**src/rtl/pipe_column_gen_if.sv**
```systemverilog
// pipe_column_gen_if
// Column stream between the obstacle generator and the playfield shifter.
// The _i/_o suffixes are named from the generator's side.
//   step_i      - advance one column this cycle
//   col_o       - current column, bit 0 = top row, 1 = wall
//   colValid_o  - one-cycle pulse, new column on col_o
//   pipeStart_o - one-cycle pulse with the first wall column of an obstacle
//   gapTop_o    - top row index of the current obstacle's gap
//   gapSize_o   - gap height currently in force
// Modports: master = generator, slave = consumer/driver of step.
interface pipe_column_gen_if #(
  parameter int ROWS = 16
);
  localparam int P = $clog2(ROWS);

  logic            step_i;
  logic [ROWS-1:0] col_o;
  logic            colValid_o;
  logic            pipeStart_o;
  logic [P-1:0]    gapTop_o;
  logic [P:0]      gapSize_o;

  modport master (
    input  step_i,
    output col_o, colValid_o, pipeStart_o, gapTop_o, gapSize_o
  );

  modport slave (
    output step_i,
    input  col_o, colValid_o, pipeStart_o, gapTop_o, gapSize_o
  );
endinterface

```
**src/rtl/pipe_column_gen.sv**
```systemverilog
// pipe_column_gen
// Obstacle-column generator for the LED-matrix side-scroller. Each step emits
// one ROWS-bit column: PIPE_W wall columns with a random gap, then spacer
// columns, repeating every SPACING steps.
// Ports:
//   clk   - clock
//   reset - synchronous, active-high reset
//   bus   - pipe_column_gen_if.master (step in; column, pulses, gap info out)
// Optional feature: define PIPE_GEN_SHRINK_EN to shrink the gap by one row
// every 8th obstacle, down to MIN_GAP. Without it the gap is fixed at GAP.
module pipe_column_gen #(
  parameter int          ROWS    = 16,
  parameter int          GAP     = 4,
  parameter int          MIN_GAP = 2,
  parameter int          SPACING = 5,
  parameter int          PIPE_W  = 1,
  parameter logic [7:0]  SEED    = 8'hA5
) (
  input logic               clk,
  input logic               reset,
  pipe_column_gen_if.master bus
);

  localparam int P        = $clog2(ROWS);
  localparam int GW       = P + 1;
  localparam int PHW      = (SPACING > 1) ? $clog2(SPACING) : 1;
  // Never start below the shrink floor, even if misconfigured.
  localparam int GAP_INIT = (GAP < MIN_GAP) ? MIN_GAP : GAP;

  logic [ROWS-1:0] col_q, col_d;
  logic            colValid_q, colValid_d;
  logic            pipeStart_q, pipeStart_d;
  logic [P-1:0]    gapTop_q, gapTop_d;
  logic [PHW-1:0]  phase_q, phase_d;
  logic [7:0]      lfsr_q, lfsr_d;

  // gap: height used for the next draw; emitGap: height of the pipe being emitted
  logic [GW-1:0]   gap;
  logic [GW-1:0]   emitGap;

  logic [P-1:0]    drawR;
  logic [P-1:0]    drawPos;
  int              drawRange;

`ifdef PIPE_GEN_SHRINK_EN
  logic [GW-1:0]   gap_q, gap_d;
  logic [GW-1:0]   pipeGap_q, pipeGap_d;
  logic [2:0]      pipeCnt_q, pipeCnt_d;

  assign gap     = gap_q;
  // Latched at the draw so a shrink never reshapes a pipe mid-emission.
  assign emitGap = pipeGap_q;
`else
  assign gap     = GW'(GAP_INIT);
  assign emitGap = GW'(GAP_INIT);
`endif

  // Wall column with rows pos..pos+g-1 cleared.
  function automatic logic [ROWS-1:0] wallMask(input logic [P-1:0] pos, input logic [GW-1:0] g);
    logic [ROWS-1:0] m;
    m = '1;
    for (int i = 0; i < ROWS; i++) begin
      if ((i >= int'(pos)) && (i < int'(pos) + int'(g))) m[i] = 1'b0;
    end
    return m;
  endfunction

  // Gap position from the pre-shift LFSR; raw values beyond the legal range
  // fold back by subtracting the range instead of re-drawing.
  always_comb begin
    drawR     = lfsr_q[P-1:0];
    drawRange = ROWS - int'(gap) + 1;
    if (int'(drawR) >= drawRange) drawPos = P'(int'(drawR) - drawRange);
    else                          drawPos = drawR;
  end

  // Next-state logic: the LFSR always runs; everything else moves only on step.
  always_comb begin
    lfsr_d      = {lfsr_q[6:0], lfsr_q[7] ^ lfsr_q[5] ^ lfsr_q[4] ^ lfsr_q[3]};
    phase_d     = phase_q;
    col_d       = col_q;
    gapTop_d    = gapTop_q;
    colValid_d  = 1'b0;
    pipeStart_d = 1'b0;
`ifdef PIPE_GEN_SHRINK_EN
    gap_d       = gap_q;
    pipeGap_d   = pipeGap_q;
    pipeCnt_d   = pipeCnt_q;
`endif
    if (bus.step_i) begin
      colValid_d = 1'b1;
      phase_d    = (phase_q == PHW'(SPACING - 1)) ? '0 : phase_q + 1'b1;
      if (phase_q == '0) begin
        gapTop_d    = drawPos;
        pipeStart_d = 1'b1;
        col_d       = wallMask(drawPos, gap);
`ifdef PIPE_GEN_SHRINK_EN
        pipeGap_d   = gap_q;
        pipeCnt_d   = pipeCnt_q + 3'd1;
        // Shrink lands after this draw, so it affects the next obstacle.
        if (pipeCnt_q == 3'd7) begin
          gap_d = (int'(gap_q) > MIN_GAP) ? gap_q - 1'b1 : GW'(MIN_GAP);
        end
`endif
      end else if (int'(phase_q) < PIPE_W) begin
        col_d = wallMask(gapTop_q, emitGap);
      end else begin
        col_d = '0;
      end
    end
  end

  // State registers; reset also aborts a partially emitted multi-column pipe.
  always_ff @(posedge clk) begin
    if (reset) begin
      col_q       <= '0;
      colValid_q  <= 1'b0;
      pipeStart_q <= 1'b0;
      gapTop_q    <= '0;
      phase_q     <= '0;
      lfsr_q      <= SEED;
    end else begin
      col_q       <= col_d;
      colValid_q  <= colValid_d;
      pipeStart_q <= pipeStart_d;
      gapTop_q    <= gapTop_d;
      phase_q     <= phase_d;
      lfsr_q      <= lfsr_d;
    end
  end

`ifdef PIPE_GEN_SHRINK_EN
  // Difficulty-ramp registers.
  always_ff @(posedge clk) begin
    if (reset) begin
      gap_q     <= GW'(GAP_INIT);
      pipeGap_q <= GW'(GAP_INIT);
      pipeCnt_q <= '0;
    end else begin
      gap_q     <= gap_d;
      pipeGap_q <= pipeGap_d;
      pipeCnt_q <= pipeCnt_d;
    end
  end
`endif

  assign bus.col_o       = col_q;
  assign bus.colValid_o  = colValid_q;
  assign bus.pipeStart_o = pipeStart_q;
  assign bus.gapTop_o    = gapTop_q;
  assign bus.gapSize_o   = gap;

endmodule

```
**src/flat_wrapper.sv**
```systemverilog
// flat-port wrapper written by rule: the top's interface ports become plain ports
module pipe_column_gen_flat 
#(
  parameter int          ROWS    = 16,
  parameter int          GAP     = 4,
  parameter int          MIN_GAP = 2,
  parameter int          SPACING = 5,
  parameter int          PIPE_W  = 1,
  parameter logic [7:0]  SEED    = 8'hA5
)
  (clk, reset, bus_step_i, bus_col_o, bus_colValid_o, bus_pipeStart_o, bus_gapTop_o, bus_gapSize_o);
  pipe_column_gen_if #(.ROWS(ROWS)) bus_i ();
  input logic clk;
  input logic reset;
  input wire logic [$bits(bus_i.step_i)-1:0] bus_step_i;
  output wire logic [$bits(bus_i.col_o)-1:0] bus_col_o;
  output wire logic [$bits(bus_i.colValid_o)-1:0] bus_colValid_o;
  output wire logic [$bits(bus_i.pipeStart_o)-1:0] bus_pipeStart_o;
  output wire logic [$bits(bus_i.gapTop_o)-1:0] bus_gapTop_o;
  output wire logic [$bits(bus_i.gapSize_o)-1:0] bus_gapSize_o;
  assign bus_i.step_i = bus_step_i;
  assign bus_col_o = bus_i.col_o;
  assign bus_colValid_o = bus_i.colValid_o;
  assign bus_pipeStart_o = bus_i.pipeStart_o;
  assign bus_gapTop_o = bus_i.gapTop_o;
  assign bus_gapSize_o = bus_i.gapSize_o;
  pipe_column_gen #(.ROWS(ROWS), .GAP(GAP), .MIN_GAP(MIN_GAP), .SPACING(SPACING), .PIPE_W(PIPE_W), .SEED(SEED)) u_core (.clk(clk), .reset(reset), .bus(bus_i));
endmodule
```
**config.mk**
```make
export PLATFORM = sky130hd
export DESIGN_NAME = pipe_column_gen_flat
export DESIGN_NICKNAME = d
export VERILOG_FILES = /design/src/rtl/pipe_column_gen_if.sv /design/src/rtl/pipe_column_gen.sv /design/src/flat_wrapper.sv
export SDC_FILE = /design/constraint.sdc
export NUM_CORES = 1
export LEC_CHECK = 0
export ABC_AREA = 1
export ABC_CLOCK_PERIOD_IN_PS = 2100
export CORE_UTILIZATION = 50
export DETAILED_ROUTE_END_ITERATION = 16
export GPL_ROUTABILITY_DRIVEN = 1
export PLACE_DENSITY = 0.79
export SLEW_MARGIN = 10
export SYNTH_ARGS = -nofsm -noshare
export SYNTH_HDL_FRONTEND = slang
export SYNTH_SLANG_ARGS = --single-unit
```
**constraint.sdc**
```tcl
create_clock -name clk -period 2.1 [get_ports clk]
set_clock_uncertainty 0.1 [all_clocks]
set_input_delay 0.42 -clock clk [delete_from_list [all_inputs] [get_ports clk]]
set_output_delay 0.42 -clock clk [all_outputs]
set_load 0.1 [all_outputs]
```
==> impl_results.md, run 1 <==
- CP max stage cell: dfxtp_2
- Placer Congestion: 0.952
- Post-DR vias/cell: 5.25
- Total power: 2.35 mW
- Min-delay worst type: reg2reg
- Worst vdd ir: 0.633 mV
- DRC Markers: 0
- Gr ovfl total: 0
- Io pins: 30
- GRT Util Overall: 25.3%
- Starting Density: 53.8%
- Wire per inst: 13.2 um
- Setup slack, reg-to-reg: 130 ps
- Mean Syn Cell Area: 6.95 um2
- Buffers added on ports: 24
- Fillers: 337
- Final setup fails: 0
- Post-synth EDFFs: 0
- Vias in the first global route: 1844
- Post-synth top flop: dfxtp_1
- TritonCTS clock tree: built
- Final hold vios: 0
- Synth Cell Area: 2040 um2
- Top Family by Delay on Critical Path: simple AND/OR/NAND/NOR gates
- Dpl cell area: 2310 um2
- DP HPWL: 3.70 mm
- Fraction of layout cells with a size suffix above 1: 20.4%
- P per Cell Area: 942 nW/um2
- Num CTS Buffers: 5
- Ant diodes: 0
- Drt first pass iters: 4
- Total wire length: 4.96 mm
- Die Area: 4350 um2
- CTS Buffer Depth: 2
- Fin nets: 349
- Most frequent cells in the layout: nand2_1 (66), inv_1 (36), buf_4 (32), dfxtp_1 (29), o21ai_0 (25)
- Synth async-reset ratio: 0%
- Pre-CTS setup slack: -72.3 ps
- Critical Path AT: 2090 ps
- Worst-path clk slew: 70 ps
- Commonest non-fill, non-tap cell in the layout: nand2_1
- Core area: 3800 um2
- Hold Buf Count CTS: 0
- H-Tree Level Count: 2
- #FFs+latches synth: 33
- Max cap viols: 0
- Final slew viol count: 0
- Initial antenna violation count: 0
- Fin crit share: 93.9%
- Post-synthesis sequential area ratio: 32.3%
- Fin area: 2500 um2
- Setup WS post-layout: 129 ps
- Root Driver: clkbuf_8
- Area growth syn-to-layout: 22.2%
- Peak Freq: 507 MHz
- Tmin final: 1970 ps
- CP cell instances: inv_4 > ha_1 > inv_1 > nand2_2 > nand2_4 > nand2_1 > nand2_2 > inv_2 > ha_1 > inv_2 > nand3_2 > o21ai_2 > o21ai_0 > a21oi_1
- First-pass GRT wire length: 8.34 mm
- Multi-input logic area: 1220 um2
- Site Rows: 22
- Buffers & Inverters on Critical Path: 4
- Static leakage: 1.22 nW
- CP Max Fanout: 5
- Crit Path Class: reg2reg
- Worst setup EP type: flip-flop
- Die Span Y: 65.9 um
- Crit path launch type: flip-flop
- Via count: 1981
- Mapped Cells: 294
- Register Area: 666 um2
- Ys Warns: 0
- Crit path required time: 2220 ps
- Chip width: 65.9 um
- Largest net degree at the start of global routing: 17
- Clk_lat worst skew: 290 ps
- Post-synth cell types: 31
- Status: completed
- Final ANT Viol Nets: 0
- Initial DRC count: 194
- Clock sink count: 33
- Max incr delay on CP: 350 ps
-- logic make-up (layout without fill, tap and decap cells) --
| kind of cell | after synthesis | after routing | synth area share [%] |
|---|---|---|---|
| other | 2 | 5 | 0.368 |
| adder cells (fa/ha/maj) | 18 | 18 | 11.0 |
| flip-flops | 33 | 33 | 32.3 |
| buffers and inverters | 52 | 84 | 11.0 |
| AO/OA/AOI/OAI | 72 | 72 | 19.8 |
| AND/OR/NAND/NOR | 115 | 115 | 24.7 |
| XOR/XNOR | 2 | 2 | 0.857 |
-- sequential cells by signal, summed over array words and instances (netlist names) --
name	cells
u_core.bus.col_o	16
u_core.lfsr_q	8
u_core.bus.gapTop_o	4
u_core.phase_q	3
u_core.bus.pipeStart_o	1
u_core.bus.colValid_o	1
-- cell type report --
cell class | instances | area share (%)
clock buffer | 7 | 3.46
timing repair buffer | 35 | 11.2
inverter | 41 | 6.26
tap | 48 | 2.40
sequential | 33 | 26.7
clock inverter | 1 | 1.20
multi-input combinational | 212 | 48.8
-- what timing repair did --
action	CTS	global route
buffers inserted	2	0
resized for setup	2	15
pin swaps	2	4
endpoints found under the setup margin	3	12
endpoints found under the hold margin	0	0
-- path summary, 6_finish.rpt --
check | from | endpoint | cells after the start
worst max-delay path | u_core.lfsr_q[1] | u_core.bus.col_o[1] | 14
worst min-delay path | u_core.lfsr_q[6] | u_core.lfsr_q[7] | 1
worst min register to register | u_core.lfsr_q[6] | u_core.lfsr_q[7] | 1
worst max register to register | u_core.lfsr_q[1] | u_core.bus.col_o[1] | 14
-- layer usage --
metal,global-route usage [%],part of all wire (%)
met1,32.2,46
met2,42.0,49
met3,4.83,4.3
met4,8.97,0.83
met5,0,0
-- worst reg2reg max path: stages, from the launching register on --
cell and delay, ps:
dfxtp_2 350, inv_4 50, ha_1 170, inv_1 60, nand2_2 90, nand2_4 90, nand2_1 70, nand2_2 130
inv_2 80, ha_1 200, inv_2 90, nand3_2 90, o21ai_2 80, o21ai_0 110, a21oi_1 150
-- cell usage after synthesis (2+ instances only) --
| master | number | area (um2) |
|---|---|---|
| buf_2 | 2 | 10.0 |
| nand2_4 | 2 | 22.5 |
| nor2_1 | 17 | 63.8 |
| a21oi_1 | 21 | 105 |
| a211oi_1 | 2 | 15.0 |
| nand2_1 | 67 | 251 |
| or2_2 | 2 | 12.5 |
| nand3_1 | 15 | 75.1 |
| clkbuf_1 | 3 | 11.3 |
| buf_4 | 5 | 37.5 |
| o21ai_0 | 26 | 130 |
| o211ai_1 | 7 | 52.6 |
| a22oi_1 | 3 | 22.5 |
| inv_1 | 40 | 150 |
| nor2_4 | 2 | 22.5 |
| a31oi_1 | 3 | 18.8 |
| nand2_2 | 3 | 18.8 |
| dfxtp_1 | 33 | 661 |
| ha_1 | 18 | 225 |
| o21ai_1 | 7 | 35.0 |
| nor3_1 | 5 | 25.0 |
| conb_1 | 2 | 7.51 |
-- where the power goes --
group          total [mW]  switching, mW  leakage, nW  internal [mW]
Sequential          0.743         0.0491        0.275          0.694
Clock               0.616          0.229       0.0585          0.387
Combinational       0.994          0.738        0.886          0.256
Total                2.35           1.02         1.22           1.34
-- stage by stage --
stage,util [%],hold WS (ps),TNS [ps],cells
2_1_floorplan,-,289,0,297
3_3_place_gp,60.9,295,0,367
3_5_place_dp,60.9,297,-90.5,367
4_1_cts,64.4,315,0,377
5_1_grt,65.7,345,-8.08,377
6_report,65.7,312,0,377
Power figures use the tool's default switching activity.
==> inputs of run 2 (changes only) <==
ABC_CLOCK_PERIOD_IN_PS = 2500   (was 2100)
SETUP_SLACK_MARGIN = 0.2   (was unset)
SKIP_CTS_REPAIR_TIMING = 1   (was unset)
clock period = 2.5 ns   (was 2.1 ns; I/O delays follow)
==> run 2 against run 1 <==
Compared with the run above:
- highest routed layer unchanged
- hold slack got worse by 1.2 ps
- critical path type unchanged
- combinational power is 19% lower
- routed wire length down 2.4%
- largest cell class unchanged
- sequential cell count is the same
- largest power group unchanged
==> impl_results.md, run 2 (synthesis gave the netlist of run 1 again) <==
- Area growth syn-to-layout: 16.8% (was 22.2%)
- P per Cell Area: 761 nW/um2 (was 942 nW/um2)
- R2R Path End: u_core.bus.col_o[8] (was u_core.bus.col_o[1])
- Static leakage: 1.18 nW (was 1.22 nW)
- Initial antenna violation count: 0 (unchanged)
- Starting Density: 53.8% (unchanged)
- Root Driver: clkbuf_8 (unchanged)
- Chip width: 65.9 um (unchanged)
- Critical Path AT: 2190 ps (was 2090 ps)
- Setup WS post-layout: 376 ps (was 129 ps)
- H-Tree Level Count: 2 (unchanged)
- Die Area: 4350 um2 (unchanged)
- Via count: 1959 (was 1981)
- GR met1 Demand/Resource: 31.4% (was 32.2%)
- Largest net degree at the start of global routing: 17 (unchanged)
- Min-delay worst type: reg2reg (unchanged)
- Placed cells: 363 (was 367)
- Pre-CTS setup slack: 273 ps (was -72.3 ps)
- Fraction of layout cells with a size suffix above 1: 17.2% (was 20.4%)
- Placer Congestion: 0.888 (was 0.952)
- Drt first pass iters: 4 (unchanged)
- GRT busiest layer: met2 (unchanged)
- RSZ-0062 raised after global routing: false
- Switching Share: 46.7% (was 43.2%)
- Hold Path Origin: u_core.lfsr_q[6] (unchanged)
- Io pins: 30 (unchanged)
- Post-DR vias/cell: 5.25 (about the same)
- Clk_lat worst skew: 280 ps (was 290 ps)
- Status: completed (unchanged)
- Total wire length: 4.84 mm (was 4.96 mm)
- Final cell count without fillers: 373 (was 377)
- Largest register FFs: 16 (unchanged)
- Fin crit share: 85.0% (was 93.9%)
- DRC Markers: 0 (unchanged)
- Total power: 1.82 mW (was 2.35 mW)
- Gr ovfl total: 0 (unchanged)
- Core area: 3800 um2 (unchanged)
- GR Util met2: 39.8% (was 42.0%)
- Clock Power Share: 21.5% (was 26.2%)
- Worst-path clk slew: 70 ps (about the same)
- Crit path required time: 2560 ps (was 2220 ps)
- Tmin final: 2120 ps (was 1970 ps)
- Final setup fails: 0 (unchanged)
- Hold EP: u_core.lfsr_q[7] (unchanged)
- Most frequent cells in the layout: nand2_1 (66), inv_1 (39), dfxtp_1 (30), buf_4 (29), o21ai_0 (26) (was nand2_1 (66), inv_1 (36), buf_4 (32), dfxtp_1 (29), o21ai_0 (25))
- Peak Freq: 471 MHz (was 507 MHz)
- DP HPWL: 3.70 mm (about the same)
- CP Max Fanout: 8 (was 5)
- Fin nets: 345 (was 349)
- Met3 Use GR: 5.52% (was 4.83%)
- Switch Pwr: 0.847 mW (was 1.02 mW)
- Comb pwr share: 44.2% (was 42.2%)
- Max cap viols: 0 (unchanged)
- Crit Path Class: reg2reg (unchanged)
- Setup slack, reg-to-reg: 380 ps (was 130 ps)
- Initial DRC count: 202 (was 194)
- Final ANT Viol Nets: 0 (unchanged)
- CTS Buffer Depth: 2 (unchanged)
- Worst R2R Path Depth: 13 (was 14)
- Sequential share of power: 34.3% (was 31.6%)
- Vias in the first global route: 1743 (was 1844)
- GRT Util Overall: 24.3% (was 25.3%)
- Final hold vios: 0 (unchanged)
- Internal power: 0.968 mW (was 1.34 mW)
- Ant diodes: 0 (unchanged)
- Commonest non-fill, non-tap cell in the layout: nand2_1 (unchanged)
- Final slew viol count: 0 (unchanged)
- Worst setup EP type: flip-flop (unchanged)
- Buffers added on ports: 24 (unchanged)
- Die Span Y: 65.9 um (unchanged)
- Hold path cells: 1 (unchanged)
- Num CTS Buffers: 5 (unchanged)
- Worst vdd ir: 0.438 mV (was 0.633 mV)
- Crit path launch type: flip-flop (unchanged)
- Site Rows: 22 (unchanged)
- Setup total negative slack: 0 ps (unchanged)
- TritonCTS clock tree: built (unchanged)
- FF-to-FF Start: u_core.lfsr_q[1] (unchanged)
- Clock sink count: 33 (unchanged)
- Wire per inst: 13.0 um (was 13.2 um)
- First-pass GRT wire length: 7.98 mm (was 8.34 mm)
## run 2: changes by cell type in the layout (fill, tap and decap cells not counted), moves of 2 or more
| cell | previous run | this run |
|---|---|---|
| buf_4 | 32 | 29 |
| inv_1 | 36 | 39 |
| clkinv_2 | 0 | 2 |
| ha_1 | 15 | 17 |
| ha_4 | 2 | 0 |
| inv_2 | 4 | 2 |
## run 2: worst max-delay path: stages (launching register included)
cell	delay (ps)
dfxtp_1	310
inv_1	130
ha_2	230
nand2_2	90
nand2_2	100
nand2_1	100
nand2_4	120
inv_1	100
ha_1	350
nand2_1	90
nand3_1	70
nand2_1	50
nand2_1	70
o21ai_0	70
## run 2: stage by stage
step                util, %  area, um2  hold WS, ps
global route           62.8       2390          347
finish                 62.8       2390          310
detailed placement     59.7       2270          304
CTS                    62.0       2360          313
global placement       59.7       2270          295
floorplan                 -       2060          289
## run 2: layout make-up
cell class	instances	area, um2
sequential	33	664
clock inverter	3	17.5
clock buffer	5	68.8
tap	48	60.1
timing repair buffer	31	238
inverter	41	154
multi-input combinational	212	1180
fill	359	1410
## run 2: metal layers
metal	vias to the layer above	routed length (um)
met5	-	0
met4	0	23
met3	2	236
met2	51	2240
met1	895	2340
li1	1011	-
## run 2: worst max-delay path by stage
stage	cells after the start	start	slack, ps	end
final	13	u_core.lfsr_q[1]	380	u_core.bus.col_o[8]
after global routing	14	u_core.lfsr_q[1]	200	u_core.bus.col_o[8]
after CTS	12	u_core.lfsr_q[0]	250	u_core.bus.col_o[1]
after detailed placement	12	u_core.lfsr_q[0]	270	u_core.bus.col_o[1]
after global placement	13	u_core.lfsr_q[0]	300	u_core.bus.col_o[0]
after floorplan	7	u_core.bus.gapTop_o[1]	480	u_core.bus.col_o[4]
## run 2: power groups by stage
stage | Sequential [mW] | Combinational, mW | Clock (mW)
after floorplan | 0.915 | 0.348 | 0
after global placement | 0.632 | 0.778 | 0
after detailed placement | 0.633 | 0.785 | 0
after CTS | 0.622 | 0.788 | 0.399
after global routing | 0.629 | 0.866 | 0.422
final | 0.622 | 0.803 | 0.391
==> inputs of run 3 (changes only) <==
ABC_CLOCK_PERIOD_IN_PS = 2000   (was 2500)
clock period = 2 ns   (was 2.5 ns; I/O delays follow)
==> run 3 against run 2 <==
Compared with the run above:
- via count up 5.0%
- final cell count up 2.1%
- sequential cell count unchanged
- clock-buffer cell count up 2
- maximum frequency up 8.7%
- power up 40%
- die area unchanged
- combinational power up 48%
- register-to-register slack worse by 330 ps
- first-iteration DRC count down 33%
- worst setup slack worse by 330 ps
- sequential power up 28%
- critical path type unchanged
- largest power group unchanged
==> impl_results.md, run 3 (synthesis gave the netlist of run 1 again) <==
- Status: completed (unchanged)
- Wire per inst: 14.5 um (was 13.0 um)
- Vias in the first global route: 1724 (was 1743)
- Initial antenna violation count: 0 (unchanged)
- Num CTS Buffers: 5 (unchanged)
- Static leakage: 1.28 nW (was 1.18 nW)
- Final hold vios: 0 (unchanged)
- Area growth syn-to-layout: 35.2% (was 16.8%)
- Placer Congestion: 0.938 (was 0.888)
- Hold Path Origin: u_core.lfsr_q[6] (unchanged)
- Starting Density: 53.8% (unchanged)
- Fin crit share: 97.7% (was 85.0%)
- Ant diodes: 0 (unchanged)
- R2R Path End: u_core.bus.col_o[1] (was u_core.bus.col_o[8])
- TritonCTS clock tree: built (unchanged)
- Max cap viols: 0 (unchanged)
- Fillers: 288 (was 359)
- Crit Path Class: reg2reg (unchanged)
- P per Cell Area: 923 nW/um2 (was 761 nW/um2)
- Crit path required time: 2130 ps (was 2560 ps)
- Final core utilization: 72.7% (was 62.8%)
- Io pins: 30 (unchanged)
- Via count: 2057 (was 1959)
- First-pass GRT wire length: 8.00 mm (was 7.98 mm)
- CP cell instances: inv_4 > ha_4 > nand2_4 > nand4_1 > nand2_4 > inv_4 > ha_4 > inv_4 > nand3_2 > o21ai_2 > o21ai_1 > a21oi_1 (was inv_1 > ha_2 > nand2_2 > nand2_2 > nand2_1 > nand2_4 > inv_1 > ha_1 > nand2_1 > nand3_1 > nand2_1 > nand2_1 > o21ai_0)
- CP max stage cell: dfxtp_4 (was ha_1)
- Initial DRC count: 135 (was 202)
- CTS Buffer Depth: 2 (unchanged)
- Gr ovfl total: 0 (unchanged)
- Buffers & Inverters on Critical Path: 3 (was 2)
- Fin nets: 353 (was 345)
- Clock sink count: 33 (unchanged)
- DP HPWL: 3.70 mm (about the same)
- Drt first pass iters: 5 (was 4)
- Worst-path clk slew: 70 ps (about the same)
- Root Driver: clkbuf_8 (unchanged)
- Largest net degree at the start of global routing: 17 (unchanged)
- Pre-CTS setup slack: -63.9 ps (was 273 ps)
- Hold_ws: 326 ps (was 310 ps)
- DRC Markers: 0 (unchanged)
- Cell repeated most along the worst path: inv_4 (was nand2_1)
- RSZ-0062 raised after global routing: true (was false)
- Buffers added on ports: 24 (unchanged)
- Worst setup EP type: flip-flop (unchanged)
- FF-to-FF Start: u_core.lfsr_q[0] (was u_core.lfsr_q[1])
- Peak Freq: 512 MHz (was 471 MHz)
- Die Span Y: 65.9 um (unchanged)
- Setup total negative slack: 0 ps (unchanged)
- Site Rows: 22 (unchanged)
- Critical Path AT: 2090 ps (was 2190 ps)
- CP Max Fanout: 6 (was 8)
- Setup slack, reg-to-reg: 50 ps (was 380 ps)
- Tmin final: 1950 ps (was 2120 ps)
- Worst vdd ir: 0.477 mV (was 0.438 mV)
- Worst R2R Path Depth: 12 (was 13)
- Total power: 2.55 mW (was 1.82 mW)
- Crit path launch type: flip-flop (unchanged)
- Final slew viol count: 0 (unchanged)
- Chip width: 65.9 um (unchanged)
- Most frequent cells in the layout: nand2_1 (59), inv_1 (34), buf_4 (26), dfxtp_1 (26), o21ai_0 (23) (was nand2_1 (66), inv_1 (39), dfxtp_1 (30), buf_4 (29), o21ai_0 (26))
- Clk_lat worst skew: 300 ps (was 280 ps)
- Fraction of layout cells with a size suffix above 1: 28.2% (was 17.2%)
- GRT Util Overall: 24.3% (about the same)
- Final setup fails: 0 (unchanged)
- Hold EP: u_core.lfsr_q[7] (unchanged)
- Final ANT Viol Nets: 0 (unchanged)
- Top Family by Delay on Critical Path: simple AND/OR/NAND/NOR gates (unchanged)
- Core area: 3800 um2 (unchanged)
- Min-delay worst type: reg2reg (unchanged)
- Setup WS post-layout: 45.2 ps (was 376 ps)
- Die Area: 4350 um2 (unchanged)
- Hold path cells: 1 (unchanged)
- Total wire length: 5.52 mm (was 4.84 mm)
- Max incr delay on CP: 380 ps (was 350 ps)
- H-Tree Level Count: 2 (unchanged)
- Post-DR vias/cell: 5.40 (was 5.25)
- Commonest non-fill, non-tap cell in the layout: nand2_1 (unchanged)
- Largest register FFs: 16 (unchanged)
[run 3: changes by cell type in the layout (fill, tap and decap cells not counted), moves of 4 or more]
cell     delta
buf_12     +10
ha_1        -7
nand2_1     -7
ha_4        +6
inv_1       -5
inv_4       +5
dfxtp_1     -4
nand2_2     +4
[run 3: how the worst max path moves through the flow]
stage	startpoint	to	slack [ps]	cells after the start
final	u_core.lfsr_q[0]	u_core.bus.col_o[1]	50	12
after global routing	u_core.lfsr_q[0]	u_core.bus.col_o[8]	-50	13
after CTS	u_core.lfsr_q[1]	u_core.bus.col_o[1]	-70	14
after detailed placement	u_core.lfsr_q[1]	u_core.bus.col_o[1]	-60	14
after global placement	u_core.lfsr_q[1]	u_core.bus.col_o[1]	20	14
after floorplan	u_core.lfsr_q[1]	u_core.bus.col_o[8]	180	14
[run 3: layer usage]
layer  share of wire [%]  wire [um]  vias up  track usage (%)
met2                  48       2650       92             37.9
met1                  45       2460      929             32.8
met5                   0          0        -                0
met4                 1.5         84        0             9.24
met3                 5.9        325        8             4.66
li1                    -          -     1028                -
[run 3: where the power goes]
part	total (mW)	switching, mW	internal [mW]	leakage (nW)
Clock	0.565	0.254	0.311	0.0542
Combinational	1.19	0.827	0.361	0.952
Sequential	0.796	0.0671	0.729	0.277
[run 3: final cells by class]
class / instances / area (um2) / share of cell area, %
sequential: 33 / 677 / 24.5
timing repair buffer: 39 / 427 / 15.5
clock buffer: 7 / 96.3 / 3.49
inverter: 41 / 166 / 6.03
clock inverter: 1 / 5.00 / 0.181
tap: 48 / 60.1 / 2.17
multi-input combinational: 212 / 1330 / 48.2
[run 3: stage by stage]
| step | instance area, um2 | cells |
|---|---|---|
| 2_1_floorplan | 2090 | 297 |
| 3_3_place_gp | 2460 | 368 |
| 3_5_place_dp | 2460 | 368 |
| 4_1_cts | 2560 | 376 |
| 5_1_grt | 2760 | 381 |
| 6_report | 2760 | 381 |
==> edit 1 (flow settings as in run 1) <==
Build with the macro `PIPE_GEN_SHRINK_EN` defined.
--- a/src/rtl/pipe_column_gen.sv
+++ b/src/rtl/pipe_column_gen.sv
@@ -8,6 +8,8 @@
 //   bus   - pipe_column_gen_if.master (step in; column, pulses, gap info out)
 // Optional feature: define PIPE_GEN_SHRINK_EN to shrink the gap by one row
 // every 8th obstacle, down to MIN_GAP. Without it the gap is fixed at GAP.
+`define PIPE_GEN_SHRINK_EN
+
 module pipe_column_gen #(
   parameter int          ROWS    = 16,
   parameter int          GAP     = 4,
Behaviour: no difference found for any inputs over 4 cycles, from zero or initial values and one cycle with reset high; that may be too few to reach the edited logic, so the function may still have changed.
==> edit 1 against run 1 <==
  * The flow now finishes with violations (negative setup slack)
  * Worst setup slack got worse by 2000 ps
  * Largest power group unchanged
  * Combinational power increased by 98%
  * Area after synthesis increased by 47%
  * Sequential share of layout area decreased by 5.8 points
  * Sequential cell count increased by 13
  * Total power increased by 53%
  * Cell count increased by 64%
  * First-iteration DRC count increased by 64%
  * Final area increased by 79%
  * Wire length increased by 110%
  * Global-route usage increased by 6.3 points
==> edit 1: results (changes against run 1) <==
<table>
<tr><th>Metric</th><th>Value</th></tr>
<tr><th colspan="2">Global route</th></tr>
<tr><td>Vias in the first global route</td><td>3,397 (+84%)</td></tr>
<tr><td>First-pass GRT wire length</td><td>15.6 mm (+87%)</td></tr>
<tr><td>Largest net degree at the start of global routing</td><td>18 (+1)</td></tr>
<tr><th colspan="2">Outcome</th></tr>
<tr><td>Run status</td><td>finished, violations left</td></tr>
<tr><td>Violations in the final reports</td><td>negative setup slack</td></tr>
<tr><th colspan="2">Cells and area</th></tr>
<tr><td>Multi-In Gates</td><td>319 (+50%)</td></tr>
<tr><td>Signal buffers</td><td>117 (+230%)</td></tr>
<tr><td># nets final</td><td>571 (+64%)</td></tr>
<tr><td>Area occupied by registers</td><td>931 um^2 (+40%)</td></tr>
<tr><td>Fill cells</td><td>383 (+14%)</td></tr>
<tr><td>Ratio of cells with drive above 1 in the final layout</td><td>37.1% (+17 points)</td></tr>
<tr><td>Clock distribution area overhead in the final layout</td><td>2.36% (-2.3 points)</td></tr>
<tr><td>Number of sequential cells</td><td>46 (+39%)</td></tr>
<tr><td>Fraction of area in multi-input gates</td><td>47.0% (-1.8 points)</td></tr>
<tr><td>Invs w/o clock</td><td>57 (+39%)</td></tr>
<tr><th colspan="2">Yosys</th></tr>
<tr><td>Leading post-synthesis cells by instance count</td><td>sky130_fd_sc_hd__nand2_1, sky130_fd_sc_hd__inv_1, sky130_fd_sc_hd__dfxtp_1</td></tr>
<tr><td>Distinct cell type count of the synthesized netlist</td><td>38 (+23%)</td></tr>
<tr><td>Area share of fa/ha/maj cells after synthesis</td><td>9.92% (-1.1 points)</td></tr>
<tr><th colspan="2">Placement</th></tr>
<tr><td>Detailed Place HPWL</td><td>6.96 mm (+88%)</td></tr>
<tr><td>Final Wtd Congestion</td><td>0.957 (+0.46%)</td></tr>
<tr><td>Number of input and output port buffers inserted</td><td>29 (+21%)</td></tr>
<tr><td>Post-Place Worst Slack</td><td>-1680 ps (-1610 ps)</td></tr>
<tr><th colspan="2">Drt</th></tr>
<tr><td>1st-pass router iterations</td><td>5 (+1)</td></tr>
<tr><td>Final WL</td><td>10.2 mm (+110%)</td></tr>
<tr><td>Detailed Route Iter0 Violations</td><td>318 (+64%)</td></tr>
<tr><th colspan="2">Worst setup path</th></tr>
<tr><td>Setup crit start</td><td>u_core.bus.gapSize_o[1]$_SDFFE_PP0P_</td></tr>
<tr><td>Reg2Reg Capture Point</td><td>u_core.bus.col_o[9]$_SDFFE_PP0P_</td></tr>
<tr><td>Logic depth of the worst register-to-register path</td><td>26 (+12)</td></tr>
<tr><th colspan="2">Clock network</th></tr>
<tr><td>Clock slew at reported path FFs</td><td>90 ps (+20 ps)</td></tr>
<tr><td>Later-pin clock latency in the skew report</td><td>310 ps (+20 ps)</td></tr>
<tr><th colspan="2">Timing</th></tr>
<tr><td>Setup TNS</td><td>-30,420 ps (-30,420 ps)</td></tr>
<tr><td>Worst Slack Setup Final</td><td>-1830 ps (-1950 ps)</td></tr>
<tr><td>Setup Viol. Count Final</td><td>20 (+20)</td></tr>
</table>
-- edit 1: cell count changes after synthesis, sizes merged, moves of 5 or more --
cell | run 1 | this run
xor2 | 1 | 6
nand3 | 15 | 25
buf | 8 | 0
nor2 | 20 | 45
nand2 | 72 | 101
dfxtp | 33 | 46
inv | 41 | 55
a21oi | 21 | 39
clkbuf | 3 | 9
-- edit 1: per-stage QoR --
step	area (um^2)	cells	hold WS [ps]	power, W
global route	4460	619	347	0.00376
floorplan	3110	431	289	0.00219
CTS	4260	611	327	0.00339
global placement	4000	593	294	0.00267
finish	4460	619	322	0.00361
detailed placement	4000	593	304	0.00271
-- edit 1: worst max-delay path by stage --
| stage | to | slack (ps) | depth (start not counted) |
|---|---|---|---|
| after floorplan | u_core.bus.col_o[8]$_SDFFE_PP0P_ | -1780 | 28 |
| after global placement | u_core.bus.col_o[4]$_SDFFE_PP0P_ | -1470 | 27 |
| after detailed placement | u_core.bus.col_o[8]$_SDFFE_PP0P_ | -1680 | 28 |
| after CTS | u_core.bus.col_o[8]$_SDFFE_PP0P_ | -1610 | 27 |
| after global routing | u_core.bus.col_o[9]$_SDFFE_PP0P_ | -2010 | 26 |
| final | u_core.bus.col_o[9]$_SDFFE_PP0P_ | -1830 | 26 |
-- edit 1: per-layer routing --
layer	share of wire, %	up-vias	global-route usage (%)
met5	0	-	0
met4	3.8	0	12.5
met3	5.2	37	4.00
met2	51	160	59.0
met1	40	1641	35.7
li1	-	1661	-
-- edit 1: what timing repair did --
action,CTS,global route
endpoints found under the setup margin,20,25
resized for setup,18,38
setup buffers,10,8
pin swaps,12,15
-- edit 1: report_power, final --
part / internal (W) / total (W) / switching, W
Combinational: 0.000690 / 0.00197 / 0.00128
Sequential: 0.000958 / 0.00101 / 0.0000546
Clock: 0.000308 / 0.000626 / 0.000319
==> edit 2 (settings of run 1) <==
Without the edit above. `ROWS` is set to 16 in 3 places; all go to 8.
--- a/src/rtl/pipe_column_gen_if.sv
+++ b/src/rtl/pipe_column_gen_if.sv
@@ -9,7 +9,7 @@
 //   gapSize_o   - gap height currently in force
 // Modports: master = generator, slave = consumer/driver of step.
 interface pipe_column_gen_if #(
-  parameter int ROWS = 16
+  parameter int ROWS = 8
 );
   localparam int P = $clog2(ROWS);
 
--- a/src/rtl/pipe_column_gen.sv
+++ b/src/rtl/pipe_column_gen.sv
@@ -9,7 +9,7 @@
 // Optional feature: define PIPE_GEN_SHRINK_EN to shrink the gap by one row
 // every 8th obstacle, down to MIN_GAP. Without it the gap is fixed at GAP.
 module pipe_column_gen #(
-  parameter int          ROWS    = 16,
+  parameter int          ROWS    = 8,
   parameter int          GAP     = 4,
   parameter int          MIN_GAP = 2,
   parameter int          SPACING = 5,
--- a/src/flat_wrapper.sv
+++ b/src/flat_wrapper.sv
@@ -1,7 +1,7 @@
 // flat-port wrapper written by rule: the top's interface ports become plain ports
 module pipe_column_gen_flat 
 #(
-  parameter int          ROWS    = 16,
+  parameter int          ROWS    = 8,
   parameter int          GAP     = 4,
   parameter int          MIN_GAP = 2,
   parameter int          SPACING = 5,
Ports: changed (resized bus_col_o, bus_gapSize_o and bus_gapTop_o); port bits go from 30 to 20. No check against the original RTL was run, so the function may have changed too.
==> edit 2 against run 1 <==
  * Sequential power shrank 28%
  * Total power shrank 47%
  * Cell count shrank 44%
  * Area after synthesis shrank 39%
  * Wire length shrank 49%
  * Non-clock buffer count shrank 17
  * Final area shrank 43%
  * Worst setup slack gained 42 ps
  * Largest cell class unchanged
  * Sequential share of layout area grew 6.9 points
  * Sequential cell count shrank 9
  * Combinational power shrank 47%
  * Highest routed layer unchanged
==> edit 2: results (changes against run 1) <==
<table>
<tr><th>Metric</th><th>Value</th></tr>
<tr><th colspan="2">Power and ir drop</th></tr>
<tr><td>Worst voltage drop across the vdd grid</td><td>0.000551 V (-13%)</td></tr>
<tr><td>Leakage</td><td>0.723 nW (-41%)</td></tr>
<tr><th colspan="2">Yosys</th></tr>
<tr><td>Synthesized instance count</td><td>166 (-44%)</td></tr>
<tr><td>Sequential area share after synthesis</td><td>38.4% (+6.0 points)</td></tr>
<tr><td>Distinct cell type count of the synthesized netlist</td><td>28 (-9.7%)</td></tr>
<tr><td>Leading post-synthesis cells by instance count</td><td>sky130_fd_sc_hd__dfxtp_1, sky130_fd_sc_hd__nand2_1, sky130_fd_sc_hd__inv_1</td></tr>
<tr><th colspan="2">Worst setup path</th></tr>
<tr><td>Maximum single-stage delay on the critical path</td><td>320 ps (-30 ps)</td></tr>
<tr><td>Biggest fanout along the worst timing path</td><td>7 (+2)</td></tr>
<tr><td>Reg-to-reg slack, setup</td><td>170 ps (+40 ps)</td></tr>
<tr><td>CP max stage cell</td><td>sky130_fd_sc_hd__dfxtp_1</td></tr>
<tr><th colspan="2">Global route</th></tr>
<tr><td>Vias in the first global route</td><td>985 (-47%)</td></tr>
<tr><th colspan="2">Floorplan</th></tr>
<tr><td>Number of tap cells added at floorplan</td><td>28 (-42%)</td></tr>
<tr><th colspan="2">Drt</th></tr>
<tr><td>Post-Route M1 WL</td><td>1.14 mm (-51%)</td></tr>
<tr><td>Detailed Route Iter0 Violations</td><td>28 (-86%)</td></tr>
<tr><td>1st-pass router iterations</td><td>5 (+1)</td></tr>
<tr><td>Vias after detailed routing</td><td>1,117 (-44%)</td></tr>
<tr><td>Routed wire length on met3</td><td>141 um (-33%)</td></tr>
<tr><td>Wire length on met2</td><td>1.17 mm (-52%)</td></tr>
<tr><th colspan="2">Outcome</th></tr>
<tr><td>Run status</td><td>finished, final reports clean</td></tr>
<tr><th colspan="2">Cells and area</th></tr>
<tr><td>Non-filler cells, final</td><td>210 (-44%)</td></tr>
<tr><td>Area occupied by registers</td><td>482 um^2 (-28%)</td></tr>
<tr><td>Fill cells</td><td>202 (-40%)</td></tr>
<tr><td>Invs w/o clock</td><td>25 (-39%)</td></tr>
<tr><td># nets final</td><td>198 (-43%)</td></tr>
<tr><td>Fraction of area in non-clock buffers</td><td>10.6% (-0.59 points)</td></tr>
<tr><td>Clock distribution area overhead in the final layout</td><td>1.57% (-3.1 points)</td></tr>
<tr><th colspan="2">Clock network</th></tr>
<tr><td>CTS root buffer</td><td>sky130_fd_sc_hd__clkbuf_4</td></tr>
<tr><th colspan="2">Timing</th></tr>
<tr><td>Hold WS</td><td>327 ps (+14.9 ps)</td></tr>
</table>
-- edit 2: per-stage QoR --
step / setup WS (ps) / utilization (%)
after floorplan: 54.7 / -
after global placement: 258 / 61.8
after detailed placement: 143 / 61.8
after CTS: 108 / 62.8
after global routing: 25.9 / 63.1
final: 170 / 63.1
-- edit 2: cell families after synthesis --
logic type	synth area share, %
AND/OR/NAND/NOR	19.5
AO/OA/AOI/OAI	18.4
buffers and inverters	10.8
flip-flops	38.4
adder cells (fa/ha/maj)	11.0
XOR/XNOR	1.40
other	0.600
-- edit 2: power groups by stage --
stage	combinational [W]	sequential, W	clock (W)
after floorplan	0.000234	0.000725	0
after global placement	0.000511	0.000542	0
after detailed placement	0.000519	0.000544	0
after CTS	0.000521	0.000534	0.000204
after global routing	0.000566	0.000539	0.000218
final	0.000523	0.000535	0.000192
-- edit 2: repair_timing --
| item | 4_1_cts | 5_1_grt |
|---|---|---|
| setup buffers | 0 | 0 |
| setup endpoints to repair | 0 | 2 |
| resized for setup | 0 | 2 |
